File: src/rtl/energy_accumulator_pkg.sv
// -----------------------------------------------------------------------------
// energy_pkg
// Shared definitions for the energy accumulator slice:
//   - state_t      : two-state control enumeration (ACCUM, HOLD)
//   - DEF_*        : default DATA_W / LEN_LOG2 / ACC_W values
//   - all_ones(w)  : constant function giving a vector with the low w bits set,
//                    used to build saturation ceilings of any width up to MAX_W
// -----------------------------------------------------------------------------
package energy_pkg;

  localparam int DEF_DATA_W   = 80;
  localparam int DEF_LEN_LOG2 = 10;
  localparam int DEF_ACC_W    = 88;

  // Widest vector all_ones() can describe; callers cast the result down.
  localparam int MAX_W = 256;

  typedef enum logic {
    ACCUM = 1'b0,
    HOLD  = 1'b1
  } state_t;

  function automatic logic [MAX_W-1:0] all_ones(input int w);
    logic [MAX_W-1:0] r;
    r = '0;
    for (int i = 0; i < MAX_W; i++) begin
      if (i < w) r[i] = 1'b1;
    end
    return r;
  endfunction

endpackage

File: src/rtl/energy_accumulator_if.sv
// -----------------------------------------------------------------------------
// energy_accumulator_if
// Groups the sample input stream, the result output stream and the abort line.
//
// Handshake rules (both streams): a transfer happens on a rising clock edge
// where valid and ready are both high. The producer holds data stable while
// valid is high and ready is low; ready may depend on state but never on valid.
//
// Signals:
//   sq_data/sq_valid/sq_ready : incoming square words (producer = master)
//   sum/mean/sat/out_valid/out_ready : block result (consumer = master)
//   err : sticky negative-input flag
//   clr : synchronous abort of the current block and any pending result
// Modports: master (traffic source/sink), slave (the accumulator).
// -----------------------------------------------------------------------------
interface energy_accumulator_if
  import energy_pkg::*;
#(
  parameter int DATA_W = DEF_DATA_W,
  parameter int ACC_W  = DEF_ACC_W
) ();

  logic [DATA_W-1:0] sq_data;
  logic              sq_valid;
  logic              sq_ready;
  logic              clr;
  logic [ACC_W-1:0]  sum;
  logic [DATA_W-1:0] mean;
  logic              sat;
  logic              err;
  logic              out_valid;
  logic              out_ready;

  modport master (
    output sq_data, sq_valid, clr, out_ready,
    input  sq_ready, sum, mean, sat, err, out_valid
  );

  modport slave (
    input  sq_data, sq_valid, clr, out_ready,
    output sq_ready, sum, mean, sat, err, out_valid
  );

endinterface

File: src/rtl/energy_accumulator_sat_add.sv
// -----------------------------------------------------------------------------
// sat_add
// Combinational unsigned saturating adder: ACC_W-bit accumulator plus a
// zero-extended DATA_W-bit addend. On carry out of ACC_W bits the result
// clamps to all-ones and o_ovf is raised.
//   i_a   : accumulator value (ACC_W)
//   i_b   : addend, unsigned (DATA_W, DATA_W <= ACC_W)
//   o_sum : saturated sum (ACC_W)
//   o_ovf : saturation occurred
// -----------------------------------------------------------------------------
module sat_add
  import energy_pkg::*;
#(
  parameter int ACC_W  = DEF_ACC_W,
  parameter int DATA_W = DEF_DATA_W
) (
  input  logic [ACC_W-1:0]  i_a,
  input  logic [DATA_W-1:0] i_b,
  output logic [ACC_W-1:0]  o_sum,
  output logic              o_ovf
);

  localparam logic [ACC_W-1:0] SAT_ONES = ACC_W'(all_ones(ACC_W));

  // One extra bit captures the carry that signals overflow.
  logic [ACC_W:0] w_wide;

  assign w_wide = {1'b0, i_a} + {{(ACC_W + 1 - DATA_W){1'b0}}, i_b};
  assign o_ovf  = w_wide[ACC_W];
  assign o_sum  = o_ovf ? SAT_ONES : w_wide[ACC_W-1:0];

endmodule

File: src/rtl/energy_accumulator.sv
// -----------------------------------------------------------------------------
// energy_accumulator
// Sums blocks of N = 2**LEN_LOG2 non-negative square words with saturation and
// presents sum, mean (sum >> LEN_LOG2, clamped to DATA_W) and a per-block
// saturation flag on a valid/ready result port. Words with MSB set are counted
// but add zero, and raise a sticky err flag.
// Ports:
//   clock     : rising-edge clock
//   aclr_n    : asynchronous active-low reset
//   bus       : energy_accumulator_if.slave (sample stream, result, clr, err)
//   dbg_state : current control state for observation
// Control: ACCUM accepts samples; the last sample of a block moves to HOLD,
// which presents the result until out_ready. clr returns to an empty ACCUM.
// -----------------------------------------------------------------------------
module energy_accumulator
  import energy_pkg::*;
#(
  parameter int DATA_W   = DEF_DATA_W,
  parameter int LEN_LOG2 = DEF_LEN_LOG2,
  parameter int ACC_W    = DEF_ACC_W
) (
  input  logic                  clock,
  input  logic                  aclr_n,
  energy_accumulator_if.slave   bus,
  output state_t                dbg_state
);

  localparam logic [LEN_LOG2-1:0] CNT_ONE = LEN_LOG2'(1);

  state_t              r_state;
  state_t              w_next_state;
  logic [ACC_W-1:0]    r_acc;
  logic [LEN_LOG2-1:0] r_cnt;
  logic                r_blk_sat;
  logic [ACC_W-1:0]    r_sum;
  logic [DATA_W-1:0]   r_mean;
  logic                r_sat;
  logic                r_err;

  logic                w_sq_ready;
  logic                w_out_valid;
  logic                w_neg;
  logic [DATA_W-1:0]   w_addend;
  logic [ACC_W-1:0]    w_add_sum;
  logic                w_add_ovf;
  logic                w_xfer;
  logic                w_last;
  logic                w_blk_sat_next;
  logic [ACC_W-1:0]    w_shift;
  logic [DATA_W-1:0]   w_mean;

  // A negative word contributes nothing; otherwise its MSB is zero anyway,
  // so only bits DATA_W-2:0 reach the adder.
  assign w_neg    = bus.sq_data[DATA_W-1];
  assign w_addend = w_neg ? '0 : {1'b0, bus.sq_data[DATA_W-2:0]};

  // clr wins over a transfer presented in the same cycle.
  assign w_xfer         = (r_state == ACCUM) && bus.sq_valid && !bus.clr;
  assign w_last         = &r_cnt;
  assign w_blk_sat_next = r_blk_sat | w_add_ovf;

  sat_add #(
    .ACC_W  (ACC_W),
    .DATA_W (DATA_W)
  ) u_sat_add (
    .i_a   (r_acc),
    .i_b   (w_addend),
    .o_sum (w_add_sum),
    .o_ovf (w_add_ovf)
  );

  // Mean is taken from the post-add value so it is ready with the last sample.
  assign w_shift = w_add_sum >> LEN_LOG2;

  generate
    if (ACC_W > DATA_W) begin : g_mean_clamp
      localparam logic [DATA_W-1:0] MEAN_ONES = DATA_W'(all_ones(DATA_W));
      assign w_mean = (|w_shift[ACC_W-1:DATA_W]) ? MEAN_ONES : w_shift[DATA_W-1:0];
    end else begin : g_mean_fit
      assign w_mean = w_shift[DATA_W-1:0];
    end
  endgenerate

  // State register
  always_ff @(posedge clock or negedge aclr_n) begin
    if (!aclr_n) r_state <= ACCUM;
    else         r_state <= w_next_state;
  end

  // Next state and handshake outputs
  always_comb begin
    w_next_state = r_state;
    w_sq_ready   = 1'b0;
    w_out_valid  = 1'b0;
    case (r_state)
      ACCUM: begin
        w_sq_ready = 1'b1;
        if (w_xfer && w_last) w_next_state = HOLD;
      end
      HOLD: begin
        w_out_valid = 1'b1;
        if (bus.out_ready) w_next_state = ACCUM;
      end
      default: w_next_state = ACCUM;
    endcase
    if (bus.clr) w_next_state = ACCUM;
  end

  // Datapath: accumulator, sample counter, result and flag registers.
  // The counter wraps to zero naturally on the last transfer of a block; in
  // HOLD no transfers occur, so it cannot advance until the next block.
  always_ff @(posedge clock or negedge aclr_n) begin
    if (!aclr_n) begin
      r_acc     <= '0;
      r_cnt     <= '0;
      r_blk_sat <= 1'b0;
      r_sum     <= '0;
      r_mean    <= '0;
      r_sat     <= 1'b0;
      r_err     <= 1'b0;
    end else if (bus.clr) begin
      r_acc     <= '0;
      r_cnt     <= '0;
      r_blk_sat <= 1'b0;
      r_sum     <= '0;
      r_mean    <= '0;
      r_sat     <= 1'b0;
      r_err     <= 1'b0;
    end else if (r_state == ACCUM) begin
      if (w_xfer) begin
        r_acc     <= w_add_sum;
        r_cnt     <= r_cnt + CNT_ONE;
        r_blk_sat <= w_blk_sat_next;
        if (w_neg) r_err <= 1'b1;
        if (w_last) begin
          r_sum  <= w_add_sum;
          r_mean <= w_mean;
          r_sat  <= w_blk_sat_next;
        end
      end
    end else if (bus.out_ready) begin
      // Result consumed: start the next block empty; sum/mean keep their
      // last values but are no longer flagged valid.
      r_acc     <= '0;
      r_cnt     <= '0;
      r_blk_sat <= 1'b0;
      r_sat     <= 1'b0;
    end
  end

  assign bus.sq_ready  = w_sq_ready;
  assign bus.out_valid = w_out_valid;
  assign bus.sum       = r_sum;
  assign bus.mean      = r_mean;
  assign bus.sat       = r_sat;
  assign bus.err       = r_err;
  assign dbg_state     = r_state;

endmodule
File: src/flat_wrapper.sv
// flat-port wrapper written by rule: the top's interface ports become plain ports
module energy_accumulator_flat import energy_pkg::*;
#(
  parameter int DATA_W   = DEF_DATA_W,
  parameter int LEN_LOG2 = DEF_LEN_LOG2,
  parameter int ACC_W    = DEF_ACC_W
)
  (clock, aclr_n, dbg_state, bus_sq_data, bus_sq_valid, bus_clr, bus_out_ready, bus_sq_ready, bus_sum, bus_mean, bus_sat, bus_err, bus_out_valid);
  energy_accumulator_if #(.DATA_W(DATA_W), .ACC_W(ACC_W)) bus_i ();
  input  logic clock;
  input  logic aclr_n;
  output state_t dbg_state;
  input wire logic [$bits(bus_i.sq_data)-1:0] bus_sq_data;
  input wire logic [$bits(bus_i.sq_valid)-1:0] bus_sq_valid;
  input wire logic [$bits(bus_i.clr)-1:0] bus_clr;
  input wire logic [$bits(bus_i.out_ready)-1:0] bus_out_ready;
  output wire logic [$bits(bus_i.sq_ready)-1:0] bus_sq_ready;
  output wire logic [$bits(bus_i.sum)-1:0] bus_sum;
  output wire logic [$bits(bus_i.mean)-1:0] bus_mean;
  output wire logic [$bits(bus_i.sat)-1:0] bus_sat;
  output wire logic [$bits(bus_i.err)-1:0] bus_err;
  output wire logic [$bits(bus_i.out_valid)-1:0] bus_out_valid;
  assign bus_i.sq_data = bus_sq_data;
  assign bus_i.sq_valid = bus_sq_valid;
  assign bus_i.clr = bus_clr;
  assign bus_i.out_ready = bus_out_ready;
  assign bus_sq_ready = bus_i.sq_ready;
  assign bus_sum = bus_i.sum;
  assign bus_mean = bus_i.mean;
  assign bus_sat = bus_i.sat;
  assign bus_err = bus_i.err;
  assign bus_out_valid = bus_i.out_valid;
  energy_accumulator #(.DATA_W(DATA_W), .LEN_LOG2(LEN_LOG2), .ACC_W(ACC_W)) u_core (.clock(clock), .aclr_n(aclr_n), .bus(bus_i), .dbg_state(dbg_state));
endmodule
File: config.mk
export PLATFORM = sky130hd
export DESIGN_NAME = energy_accumulator_flat
export DESIGN_NICKNAME = d
export VERILOG_FILES = /design/src/rtl/energy_accumulator_pkg.sv /design/src/rtl/energy_accumulator_if.sv /design/src/rtl/energy_accumulator_sat_add.sv /design/src/rtl/energy_accumulator.sv /design/src/flat_wrapper.sv
export SDC_FILE = /design/constraint.sdc
export NUM_CORES = 1
export LEC_CHECK = 0
export CAP_MARGIN = 30
export CORE_MARGIN = 1
export CORE_UTILIZATION = 42
export CTS_CLUSTER_DIAMETER = 40
export DETAILED_ROUTE_END_ITERATION = 16
export PLACE_DENSITY = 0.74
export SLEW_MARGIN = 5
export SYNTH_ARGS = -nofsm -noshare
export SYNTH_HDL_FRONTEND = slang
export SYNTH_SLANG_ARGS = --single-unit
File: constraint.sdc
create_clock -name clock -period 7.2 [get_ports clock]
set_clock_uncertainty 0.2 [all_clocks]
set_input_delay 0.72 -clock clock [delete_from_list [all_inputs] [get_ports clock]]
set_output_delay 0.72 -clock clock [all_outputs]
set_load 0.02 [all_outputs]
* Word-level counts from Yosys, hierarchy flattened
Cells that the tools add are included.
** Cells by class
- Add/sub/neg operators :: 2
- Equal/unequal tests :: 2
- Mux-type cells :: 36
- Bitwise logic cells :: 2
- Reduce and logical (&&, ||, !) cells :: 14
** Operator list (number)
- two-way mux 88 bit :: 9
- two-way mux 80 bit :: 4
- adder 88 x 80 -> 89 bit :: 1
- two-way mux 79 bit :: 1
- two-way mux 10 bit :: 4
- two-way mux 1 bit :: 17
- adder 10 x 1 -> 10 bit, second input constant :: 1
- AND reduction 10 bit :: 1
- AND reduction 3 bit :: 3
- nonzero test 2 bit :: 3
- nonzero test 3 bit :: 2
- logical AND 1 bit :: 3
- != test 3 bit, second input constant :: 1
- != test 2 bit, second input constant :: 1
- case mux 1 bit (2 select lines) :: 1
- AND reduction 2 bit :: 1
- logical NOT 1 bit :: 1
- inverter 1 bit :: 1
- bitwise OR 1 bit :: 1
** Word-level totals
- Register bits after elaboration :: 270
- Output and inout bits :: 173

* Longest topological paths before layout
Gate-level depths: netlist of run 1.
- Depth in word-level cells :: 7
- Gate-level depth with buffers :: 16
- Depth with buffers taken out :: 13

* Cells and area by module
From an unflattened synthesis of run 1, not the netlist that was laid out.
** Second synthesis, totals
- Cell total of the unflattened synthesis :: 1547
- Area, all modules :: 13772.0 sq um
** Modules (own cells, without submodules)
- energy_accumulator :: times used 1, cells each 636, area each 8044.0 sq um, sequential area each 4754.6 sq um
- sat_add :: times used 1, cells each 911, area each 5728.0 sq um, sequential area each 0.0 sq um

* Worst setup path after synthesis of run 1
Ideal clock, no wire load.
- Path kind :: input -> register
- Start point :: in bus_sq_data[79]
- End point :: reg u_core.r_acc[85]
- Setup time :: 0.133 ns
- Arrival :: 3.837 ns
- Path slack :: 3.030 ns
- Cell stages on the path :: 16
- Buffers on the path :: 3
- Cells stage by stage :: clkbuf_1 > nor2b_1 > ha_1 > fa_1 > a211o_1 > a211o_1 > nand3_2 > a31o_2 > o21a_4 > o21ai_4 > a211oi_4 > nor2_1 > buf_4 > buf_4 > a31oi_1 > o22ai_1
** On the way
- Cells in the longest elaborated chain, start to end :: 6
** RTL lines
- start: declaration :: line flat_wrapper.sv:13 : input wire logic [$bits(bus_i.sq_data)-1:0] bus_sq_data;
- two-way mux 79 bit :: line energy_accumulator.sv:55 : assign w_addend = w_neg ? '0 : {1'b0, bus.sq_data[DATA_W-2:0]};
- adder 88 x 80 -> 89 bit :: line energy_accumulator_sat_add.sv:28 : assign w_wide = {1'b0, i_a} + {{(ACC_W + 1 - DATA_W){1'b0}}, i_b};
- two-way mux 88 bit :: line energy_accumulator_sat_add.sv:30 : assign o_sum = o_ovf ? SAT_ONES : w_wide[ACC_W-1:0];
- two-way mux 88 bit :: line energy_accumulator.sv:130 : if (w_xfer) begin
- two-way mux 88 bit :: line energy_accumulator.sv:129 : end else if (r_state == ACCUM) begin
- two-way mux 88 bit :: line energy_accumulator.sv:121 : end else if (bus.clr) begin
- end signal: assignment :: line energy_accumulator.sv:131 : r_acc <= w_add_sum;
- end: declaration :: line energy_accumulator.sv:32 : logic [ACC_W-1:0] r_acc;
Every way passes these cells. The select of a mux whose other input is x is not followed.
A chain may end at the register's enable or synchronous reset.

* Worst setup path after layout of run 1
- Start point :: in bus_sq_data[79]
- End point :: reg u_core.r_acc[81]
Same word-level chain as after synthesis.

==> results.json, run 1 <==
{
  "status": "completed",
  "h-tree-depth": 4,
  "drc": 0,
  "max_freq_ghz": 0.2077,
  "startpoint_type": "input port",
  "cts_max_path_buffers": 2,
  "yosysTopAreaCell": "dfrtp_1",
  "top_usage_layer": "met2",
  "r2r_cells": 12,
  "fill_cells": 3127,
  "hold_viol": 0,
  "initial_core_util_pct": 42.62,
  "cts_hold_repair.buffers": 0,
  "slowest_delay_ps": 680,
  "synth_edf_count": 0,
  "slew_violations": 0,
  "clkPwrFrac_pct": 36.3,
  "setup_viol": 0,
  "regToRegSetupSlack_ps": 2960,
  "diodes": 0,
  "hpwlAfterDp_um": 31800,
  "ys_top_cells_by_area": "dfrtp_1, ha_1, o21ai_0",
  "synthToLayoutAreaGrowth_pct": 21.05,
  "vias": 12820,
  "yosysWarnings": 0,
  "cts_made_buffers": 17,
  "post-cts-setup-buffers": 0,
  "post-place-cells": 2224,
  "overflow": 0,
  "tightest_slew_ps": 887.3,
  "avgRoutedWirePerCell_um": 19.04,
  "p_switching_mw": 0.8772,
  "tns_ps": 0,
  "p_total_mw": 2.652,
  "fin_cells": 2259,
  "drtAntennaViolNets": 0,
  "yosysTopAreaCellShare_pct": 34.37,
  "power.internal_mw": 1.775,
  "critPathTopFamily": "compound AO/OA/AOI/OAI gates",
  "max-vdd-ir-drop_mv": 0.1764,
  "p_seq_share_pct": 42.5,
  "synth-seq-cells": 190,
  "drive_gt1_share_pct": 4.403,
  "synth.most_common_cell": "nand2_1",
  "grt_max_degree": 87,
  "dieArea_sq_um": 33660,
  "die_h_um": 183.5,
  "power_leakage_nw": 7.309,
  "min_period_ps": 4816,
  "grtUsageMet1_pct": 34.44,
  "cts-root-buf": "clkbuf_16",
  "place_area_sq_um": 16090,
  "totalWireLength_um": 43010,
  "crit_type": "in2reg",
  "hp-class": "in2async",
  "clk_latency_ps": 450,
  "seq_area_sq_um": 4755,
  "portBuffers": 255,
  "period_share_pct": 66.88,
  "avgSynthCellArea_sq_um": 8.185,
  "maxCapViolations": 0,
  "postLayoutCoreUtil_pct": 51.59,
  "arrival_ps": 4960,
  "via_per_inst": 5.676,
  "p_comb_share_pct": 21.2,
  "design_area_sq_um": 16740,
  "place.gp.congestion": 0.9503,
  "endpoint_kind": "flop",
  "coreArea_sq_um": 32450,
  "grt_use_met2_pct": 43.26,
  "antenna_found_initial": 0,
  "final_nets": 1970,
  "grt_usage_pct": 25.97,
  "crit_buf_inv": 1,
  "syn_inst": 1690,
  "cts.sinks": 190,
  "cpMostUsedCell": "a211o_1",
  "r2r_end": "u_core.r_acc[81]",
  "powerDensity_nw_per_um2": 158.4,
  "yosys_most_used_dff": "dfrtp_1",
  "met3_usage_pct": 3.625,
  "rsz0062_at_grt": "no",
  "cp.required_ps": 7350,
  "grt_pass1_wl_um": 68550,
  "rows": 66,
  "slew_headroom_pct": 40.85,
  "path_cells": "buf_2 > nor2b_1 > ha_1 > fa_1 > a211o_1 > a211o_1 > nand3_2 > a31o_2 > o21a_4 > o21ai_4 > a211oi_4 > or2_1 > o31ai_1 > a22o_1",
  "synth_common_cells": "nand2_1, dfrtp_1, o21ai_0, nor2_1, a21oi_1",
  "crit_slowest_cell": "or2_1",
  "path_clk_slew_ps": 90,
  "drt_iter0_drc": 987,
  "die_w_um": 183.5,
  "cts_tree": "done",
  "multiInputGateArea_sq_um": 7968,
  "path_max_fanout": 31,
  "cts_resized": 0,
  "synth.distinct_cells": 75,
  "seq_area_frac_synth_pct": 34.37,
  "synthArstFlopShare_pct": 100.0,
  "ioPinCount": 258,
  "drt_first_pass_iters": 6,
  "syn-cell-area_sq_um": 13830,
  "p_sw_share_pct": 33.08,
  "grt_pass1_vias": 12700,
  "r2r_start": "u_core.r_acc[0]"
}
==> worst register-to-register path, stage by stage, from the launching register on <==
cell	delay (ps)
dfrtp_1	390
ha_1	230
fa_1	420
a211o_1	330
a211o_1	370
nand3_2	120
a31o_2	230
o21a_4	190
o21ai_4	80
a211oi_4	460
or2_1	680
o31ai_1	170
a22o_1	270
==> through the flow <==
stage | setup WS, ps | hold slack [ps]
6_report | 2384 | 21.90
5_1_grt | 2020 | 55.78
4_1_cts | 2385 | 31.35
3_5_place_dp | 1896 | 273.2
3_3_place_gp | 1998 | 268.6
2_1_floorplan | 3030 | 224.4
==> power by group through the flow <==
stage	Sequential, mW	Clock [mW]	Combinational, mW
floorplan	1.14	0	0.367
global placement	1.15	0	0.550
detailed placement	1.15	0	0.553
CTS	1.13	0.980	0.557
global route	1.13	1.01	0.626
finish	1.13	0.962	0.563
==> registers in the layout (all words and copies together) (netlist names) <==
name and count:
u_core.r_acc 88, u_core.r_blk_sat 1, u_core.bus.sat 1, u_core.r_cnt 10, u_core.bus.mean 1, u_core.dbg_state 1
u_core.bus.sum 87, u_core.bus.err 1
==> metal layers <==
layer | part of all wire (%) | wire length [um]
met1 | 45 | 19560
met2 | 47 | 20170
met3 | 5.1 | 2179
met4 | 2.6 | 1107
met5 | 0 | 0
==> placed cells by master, fill, tap and decap left out, types with 4 or more instances in the layout <==
cell,count
o211ai_1,8
a211oi_1,18
o41ai_1,4
a221o_1,9
nand2_1,212
nand3_1,24
a21oi_1,135
nor4_1,6
inv_6,6
or3_1,12
clkbuf_16,17
nand2b_1,5
a21o_1,53
nor2b_1,83
buf_4,13
ha_1,80
xor2_1,36
a21boi_0,7
nor2_1,144
nor2_2,4
o21a_1,11
mux2i_1,5
o21bai_1,16
o31ai_1,6
nand4_1,39
clkdlybuf4s50_1,253
and3_1,10
a211o_1,6
xnor2_1,47
o221ai_1,6
nor3_1,19
inv_1,33
a22o_1,32
o21ai_1,10
o21ai_0,163
dfrtp_1,190
o22ai_1,4
a31oi_1,14
==> cells by family (layout without fill, tap and decap cells) <==
| logic type | Yosys count | after routing | synth area share [%] |
|---|---|---|---|
| other | 1 | 2 | 0.02711 |
| AND/OR/NAND/NOR | 578 | 578 | 19.38 |
| multiplexers | 6 | 6 | 0.4432 |
| XOR/XNOR | 83 | 83 | 5.255 |
| buffers and inverters | 212 | 338 | 8.286 |
| flip-flops | 190 | 190 | 34.37 |
| AO/OA/AOI/OAI | 539 | 539 | 24.85 |
| adder cells (fa/ha/maj) | 81 | 81 | 7.381 |
==> area by class of cell <==
class	count	share of cell area, %
multi-input cells	1289	47.59
well taps	442	3.303
repair buffers	273	16.55
flip-flops and latches	190	28.40
inverters	33	0.7398
clock inverters	15	0.8818
clock buffers	17	2.541
==> how the worst max path moves through the flow <==
stage / from / endpoint / cells past startpoint
after CTS: bus_sq_data[79] / u_core.r_acc[81] / 13
after detailed placement: bus_sq_data[79] / u_core.r_acc[60] / 13
final: bus_sq_data[79] / u_core.r_acc[81] / 14
after global placement: bus_sq_data[79] / u_core.r_acc[81] / 14
after global routing: bus_sq_data[79] / u_core.r_acc[74] / 13
after floorplan: bus_sq_data[79] / u_core.r_acc[85] / 16
Note: power is estimated with default switching activity, not from simulation.
==> run 2, diff against run 1 <==
--- a/config.mk
+++ b/config.mk
@@ -10,7 +10,7 @@
 export CORE_UTILIZATION = 42
 export CTS_CLUSTER_DIAMETER = 40
 export DETAILED_ROUTE_END_ITERATION = 16
-export PLACE_DENSITY = 0.74
+export PLACE_DENSITY = 0.77
 export SLEW_MARGIN = 5
 export SYNTH_ARGS = -nofsm -noshare
 export SYNTH_HDL_FRONTEND = slang
==> constraint.sdc (replaced) <==
create_clock -name clock -period 4.2 [get_ports clock]
set_clock_uncertainty 0.2 [all_clocks]
set_input_delay 0.42 -clock clock [delete_from_list [all_inputs] [get_ports clock]]
set_output_delay 0.42 -clock clock [all_outputs]
set_load 0.02 [all_outputs]
==> run 2 against run 1 <==
Effect of this change:
- clock-buffer cell count increased by 1
- largest power group unchanged
- critical endpoint is now u_core.r_acc[61]
- combinational power increased by 100%
- flip-flop and latch count unchanged
==> results.json, run 2 (synthesized netlist as in run 1, its figures left out) <==
{
  "status": "completed",
  "startpoint_type": "input port",
  "power_leakage_nw": 8.143,
  "diodes": 0,
  "drc": 0,
  "p_total_mw": 4.702,
  "hpwlAfterDp_um": 34730,
  "cts.sinks": 190,
  "postLayoutCoreUtil_pct": 55.56,
  "rows": 66,
  "path_max_fanout": 5,
  "h-tree-depth": 4,
  "final_nets": 2142,
  "dieArea_sq_um": 33660,
  "post-place-cells": 2397,
  "grt_pass1_wl_um": 71840,
  "endpoint_kind": "flop",
  "met3_usage_pct": 3.526,
  "grt_use_met2_pct": 45.41,
  "p_switching_mw": 1.522,
  "rsz0062_at_grt": "no",
  "post-cts-setup-buffers": 0,
  "place.gp.congestion": 0.9501,
  "final_common_cell": "clkdlybuf4s50_1",
  "powerDensity_nw_per_um2": 260.7,
  "clk_latency_ps": 450,
  "setup_viol": 0,
  "cts_hold_repair.buffers": 1,
  "largest_reg_flops": 88,
  "portBuffers": 255,
  "antenna_found_initial": 1,
  "totalWireLength_um": 44960,
  "top_usage_layer": "met2",
  "fill_cells": 2943,
  "crit_type": "in2reg",
  "ioPinCount": 258,
  "maxCapViolations": 0,
  "cts_max_path_buffers": 2,
  "whs_ps": 232.5,
  "grtUsageMet1_pct": 36.58,
  "drtAntennaViolNets": 0,
  "cp.required_ps": 4320,
  "grt_usage_pct": 27.01,
  "synthToLayoutAreaGrowth_pct": 30.36,
  "power.internal_mw": 3.180,
  "grt_pass1_vias": 13430,
  "max_freq_ghz": 0.2521,
  "design_area_sq_um": 18030,
  "dpl_worst_slack_ps": -180.4,
  "avgRoutedWirePerCell_um": 18.49,
  "tns_ps": 0,
  "place_area_sq_um": 17420,
  "overflow": 0,
  "path_clk_slew_ps": 80,
  "p_comb_share_pct": 24.0,
  "tightest_slew_ps": 759.6,
  "p_sw_share_pct": 32.37,
  "max-vdd-ir-drop_mv": 0.2825,
  "period_share_pct": 94.44,
  "regMostFlops": "u_core.r_acc",
  "clkPwrFrac_pct": 34.9,
  "via_per_inst": 5.593,
  "grt_max_degree": 111,
  "fin_cells": 2431,
  "arrival_ps": 4090,
  "die_w_um": 183.5,
  "initial_core_util_pct": 42.62,
  "drive_gt1_share_pct": 12.62,
  "cts_tree": "done",
  "slew_headroom_pct": 49.36,
  "hp-class": "in2async",
  "drt_iter0_drc": 1192,
  "hold_viol": 0,
  "cts_resized": 0,
  "cts-root-buf": "clkbuf_16",
  "slew_violations": 0,
  "min_period_ps": 3966,
  "vias": 13600,
  "die_h_um": 183.5,
  "final_cell_mix": "clkdlybuf4s50_1, nand2_1, dfrtp_1",
  "coreArea_sq_um": 32450,
  "fin_ws_ps": 233.7,
  "p_seq_share_pct": 41.1,
  "drt_first_pass_iters": 7,
  "cts_made_buffers": 17
}
## run 2: changes by cell type in the layout (fill, tap and decap cells not counted), sizes merged
| cell | before | now |
|---|---|---|
| clkinv | 4 | 7 |
| buf | 19 | 190 |
| inv | 42 | 38 |
| clkbuf | 18 | 19 |
| dlygate4sd3 | 0 | 1 |
## run 2: layout make-up
type / count / area (sq um) / area share (%)
Multi-Input combinational cell: 1289 / 7968 / 44.19
Inverter: 33 / 123.9 / 0.6870
Clock inverter: 14 / 130.1 / 0.7217
Timing Repair Buffer: 445 / 4063 / 22.53
Tap cell: 442 / 553.0 / 3.067
Sequential cell: 190 / 4755 / 26.37
Clock buffer: 18 / 439.2 / 2.436
## run 2: final timing paths
path	start	to	slack, ps	depth (start not counted)
max	bus_sq_data[3]	u_core.r_acc[61]	230	16
min	aclr_n	u_core.bus.sum[54]	230	2
min reg2reg	u_core.bus.sum[3]	u_core.bus.sum[3]	290	2
min in group clock	u_core.bus.sum[3]	u_core.bus.sum[3]	290	2
max in group asynchronous	aclr_n	u_core.r_acc[79]	2520	4
max reg2reg	u_core.r_acc[3]	u_core.r_acc[61]	360	14
## run 2: worst max-delay path: stages
cell and delay, ps:
clkdlybuf4s50_1 420, nor2b_1 140, ha_1 360, and3_1 200, a221o_1 420, a211oi_4 300, o22ai_1 110, buf_4 170
o21ai_1 330, o21ai_1 130, buf_4 170, buf_4 140, o21ba_2 190, or3_1 300, a21oi_1 190, o21ai_0 100
## run 2: layer usage
layer | wire length (um) | part of all wire, %
met1 | 20510 | 46
met2 | 21290 | 47
met3 | 2397 | 5.3
met4 | 763 | 1.7
met5 | 0 | 0
## run 2: power by group through the flow
stage	clock, mW	sequential, mW	combinational, mW
finish	1.64	1.93	1.13
global route	1.73	1.94	1.24
CTS	1.65	1.93	1.12
detailed placement	0	1.97	1.11
global placement	0	1.96	1.09
floorplan	0	1.95	0.629
==> run 3, diff against run 2 <==
--- a/config.mk
+++ b/config.mk
@@ -6,10 +6,12 @@
 export NUM_CORES = 1
 export LEC_CHECK = 0
 export CAP_MARGIN = 30
+export CORE_ASPECT_RATIO = 1.25
 export CORE_MARGIN = 1
 export CORE_UTILIZATION = 42
 export CTS_CLUSTER_DIAMETER = 40
 export DETAILED_ROUTE_END_ITERATION = 16
+export GPL_ROUTABILITY_DRIVEN = 0
 export PLACE_DENSITY = 0.77
 export SLEW_MARGIN = 5
 export SYNTH_ARGS = -nofsm -noshare
==> run 3 against run 2 <==
Effect of this change:
- routed wire length is 5.0% lower
- clock power rose by 5%
- final area decreased by 4.0%
- worst setup slack improved by 55 ps
- sequential power hardly changed
- highest routed layer unchanged
- cell count decreased by 5.2%
- largest power group unchanged
- non-clock buffer count is 97 lower
- sequential share of layout area grew 1.1 points
- hold slack worse by 100 ps
- die area about the same
- critical path depth shrank 1
==> results.json, run 3 (synthesized netlist as in run 1, its figures left out) <==
{
  "status": "completed",
  "fin_cells": 2304,
  "power_leakage_nw": 7.694,
  "postLayoutCoreUtil_pct": 53.84,
  "max-vdd-ir-drop_mv": 0.2923,
  "fin_ws_ps": 288.7,
  "hpwlAfterDp_um": 32200,
  "tns_ps": 0,
  "cts_max_path_buffers": 2,
  "r2r_cells": 12,
  "crit_type": "in2reg",
  "place_area_sq_um": 16660,
  "max_freq_ghz": 0.2557,
  "dpl_worst_slack_ps": -97.71,
  "wl_met2_um": 21200,
  "grt_pass1_vias": 13110,
  "via_per_inst": 5.836,
  "die_h_um": 204.9,
  "startpoint_type": "input port",
  "wl_met3_um": 3055,
  "design_area_sq_um": 17310,
  "h-tree-depth": 4,
  "grt_max_degree": 110,
  "path_cells": "buf_2 > buf_12 > nor2b_1 > ha_1 > nand4_1 > nor4_1 > nand3_1 > o22ai_1 > o21ai_1 > o21ai_1 > a21oi_2 > o31ai_1 > buf_4 > mux2i_1 > nand2_1",
  "post-place-cells": 2270,
  "wl_met1_um": 16890,
  "hp-class": "in2async",
  "regMostFlops": "u_core.r_acc",
  "overflow": 0,
  "grt_pass1_wl_um": 67970,
  "final_common_cell": "clkdlybuf4s50_1",
  "cts_made_buffers": 17,
  "vias": 13450,
  "tightest_slew_ps": 750.2,
  "cp.required_ps": 4340,
  "drtAntennaViolNets": 0,
  "grt_usage_pct": 25.68,
  "period_share_pct": 93.13,
  "r2r_start": "u_core.r_acc[32]",
  "largest_reg_flops": 88,
  "crit_buf_inv": 3,
  "maxCapViolations": 0,
  "antenna_found_initial": 0,
  "cp-startpoint": "bus_sq_data[79]",
  "whs_ps": 131.2,
  "p_total_mw": 4.669,
  "drt_first_pass_iters": 6,
  "cts_resized": 0,
  "drive_gt1_share_pct": 8.140,
  "critPathTopFamily": "compound AO/OA/AOI/OAI gates",
  "cts_tree": "done",
  "cts-root-buf": "clkbuf_16",
  "r2r_end": "u_core.bus.sum[77]",
  "path_clk_slew_ps": 70,
  "slew_headroom_pct": 49.83,
  "cts_hold_repair.buffers": 1,
  "ioPinCount": 258,
  "post-cts-setup-buffers": 0,
  "min_period_ps": 3911,
  "totalWireLength_um": 42720,
  "drc": 0,
  "final_cell_mix": "clkdlybuf4s50_1, nand2_1, dfrtp_1",
  "slowest_delay_ps": 470,
  "arrival_ps": 4050,
  "synthToLayoutAreaGrowth_pct": 25.14,
  "rsz0062_at_grt": "no",
  "crit_slowest_cell": "o21ai_1",
  "cpMostUsedCell": "o21ai_1",
  "hold_viol": 0,
  "regToRegSetupSlack_ps": 450,
  "powerDensity_nw_per_um2": 269.7,
  "portBuffers": 255,
  "cts.sinks": 190,
  "final_nets": 2045,
  "die_w_um": 164.3,
  "avgRoutedWirePerCell_um": 18.54,
  "rows": 73,
  "clk_latency_ps": 460,
  "drt_iter0_drc": 1121,
  "diodes": 0,
  "maxUsedRoutingLayer": "met4",
  "dieArea_sq_um": 33670,
  "initial_core_util_pct": 43.02,
  "endpoint_kind": "flop",
  "coreArea_sq_um": 32150,
  "path_max_fanout": 32,
  "slew_violations": 0,
  "setup_viol": 0
}
==> run 3: changes by cell type in the layout (fill, tap and decap cells not counted), sizes merged <==
cell	change
bufinv	+2
clkinvlp	-2
clkinv	-4
inv	+2
clkbuf	+2
buf	-97
==> run 3: routing by layer <==
layer	GRT usage, %	vias up
met4	10.81	0
li1	-	6264
met3	3.766	114
met2	44.41	644
met1	31.56	6425
met5	0	-
==> run 3: worst max-delay path by stage <==
| stage | to | slack (ps) | depth (start not counted) |
|---|---|---|---|
| floorplan | u_core.r_acc[85] | 330 | 16 |
| global placement | u_core.bus.sum[77] | -60 | 15 |
| detailed placement | u_core.r_acc[77] | -100 | 15 |
| CTS | u_core.r_acc[77] | 360 | 15 |
| global route | u_core.r_acc[69] | 150 | 16 |
| finish | u_core.bus.sum[77] | 290 | 15 |
==> run 3: power breakdown <==
part           total, mW  switching (mW)  internal [mW]
logic               1.02           0.607          0.408
clock network       1.72           0.778          0.942
registers           1.93          0.0434           1.89
total               4.67            1.43           3.24
==> run 3: worst register-to-register path: stages (launching register included) <==
cell,delay (ps)
dfrtp_1,400
ha_1,360
nand4_1,190
nor4_1,450
nand3_1,130
o22ai_1,280
o21ai_1,170
o21ai_1,470
a21oi_2,180
o31ai_1,380
buf_4,190
mux2i_1,170
nand2_1,60
==> run 3: area by class of cell <==
cell class | count | area, sq um
Fill cell | 2907 | 14840
Multi-Input combinational cell | 1289 | 7968
Sequential cell | 190 | 4755
Timing Repair Buffer | 348 | 3334
Tap cell | 412 | 515.5
Clock buffer | 20 | 466.7
Clock inverter | 12 | 146.4
Inverter | 33 | 123.9
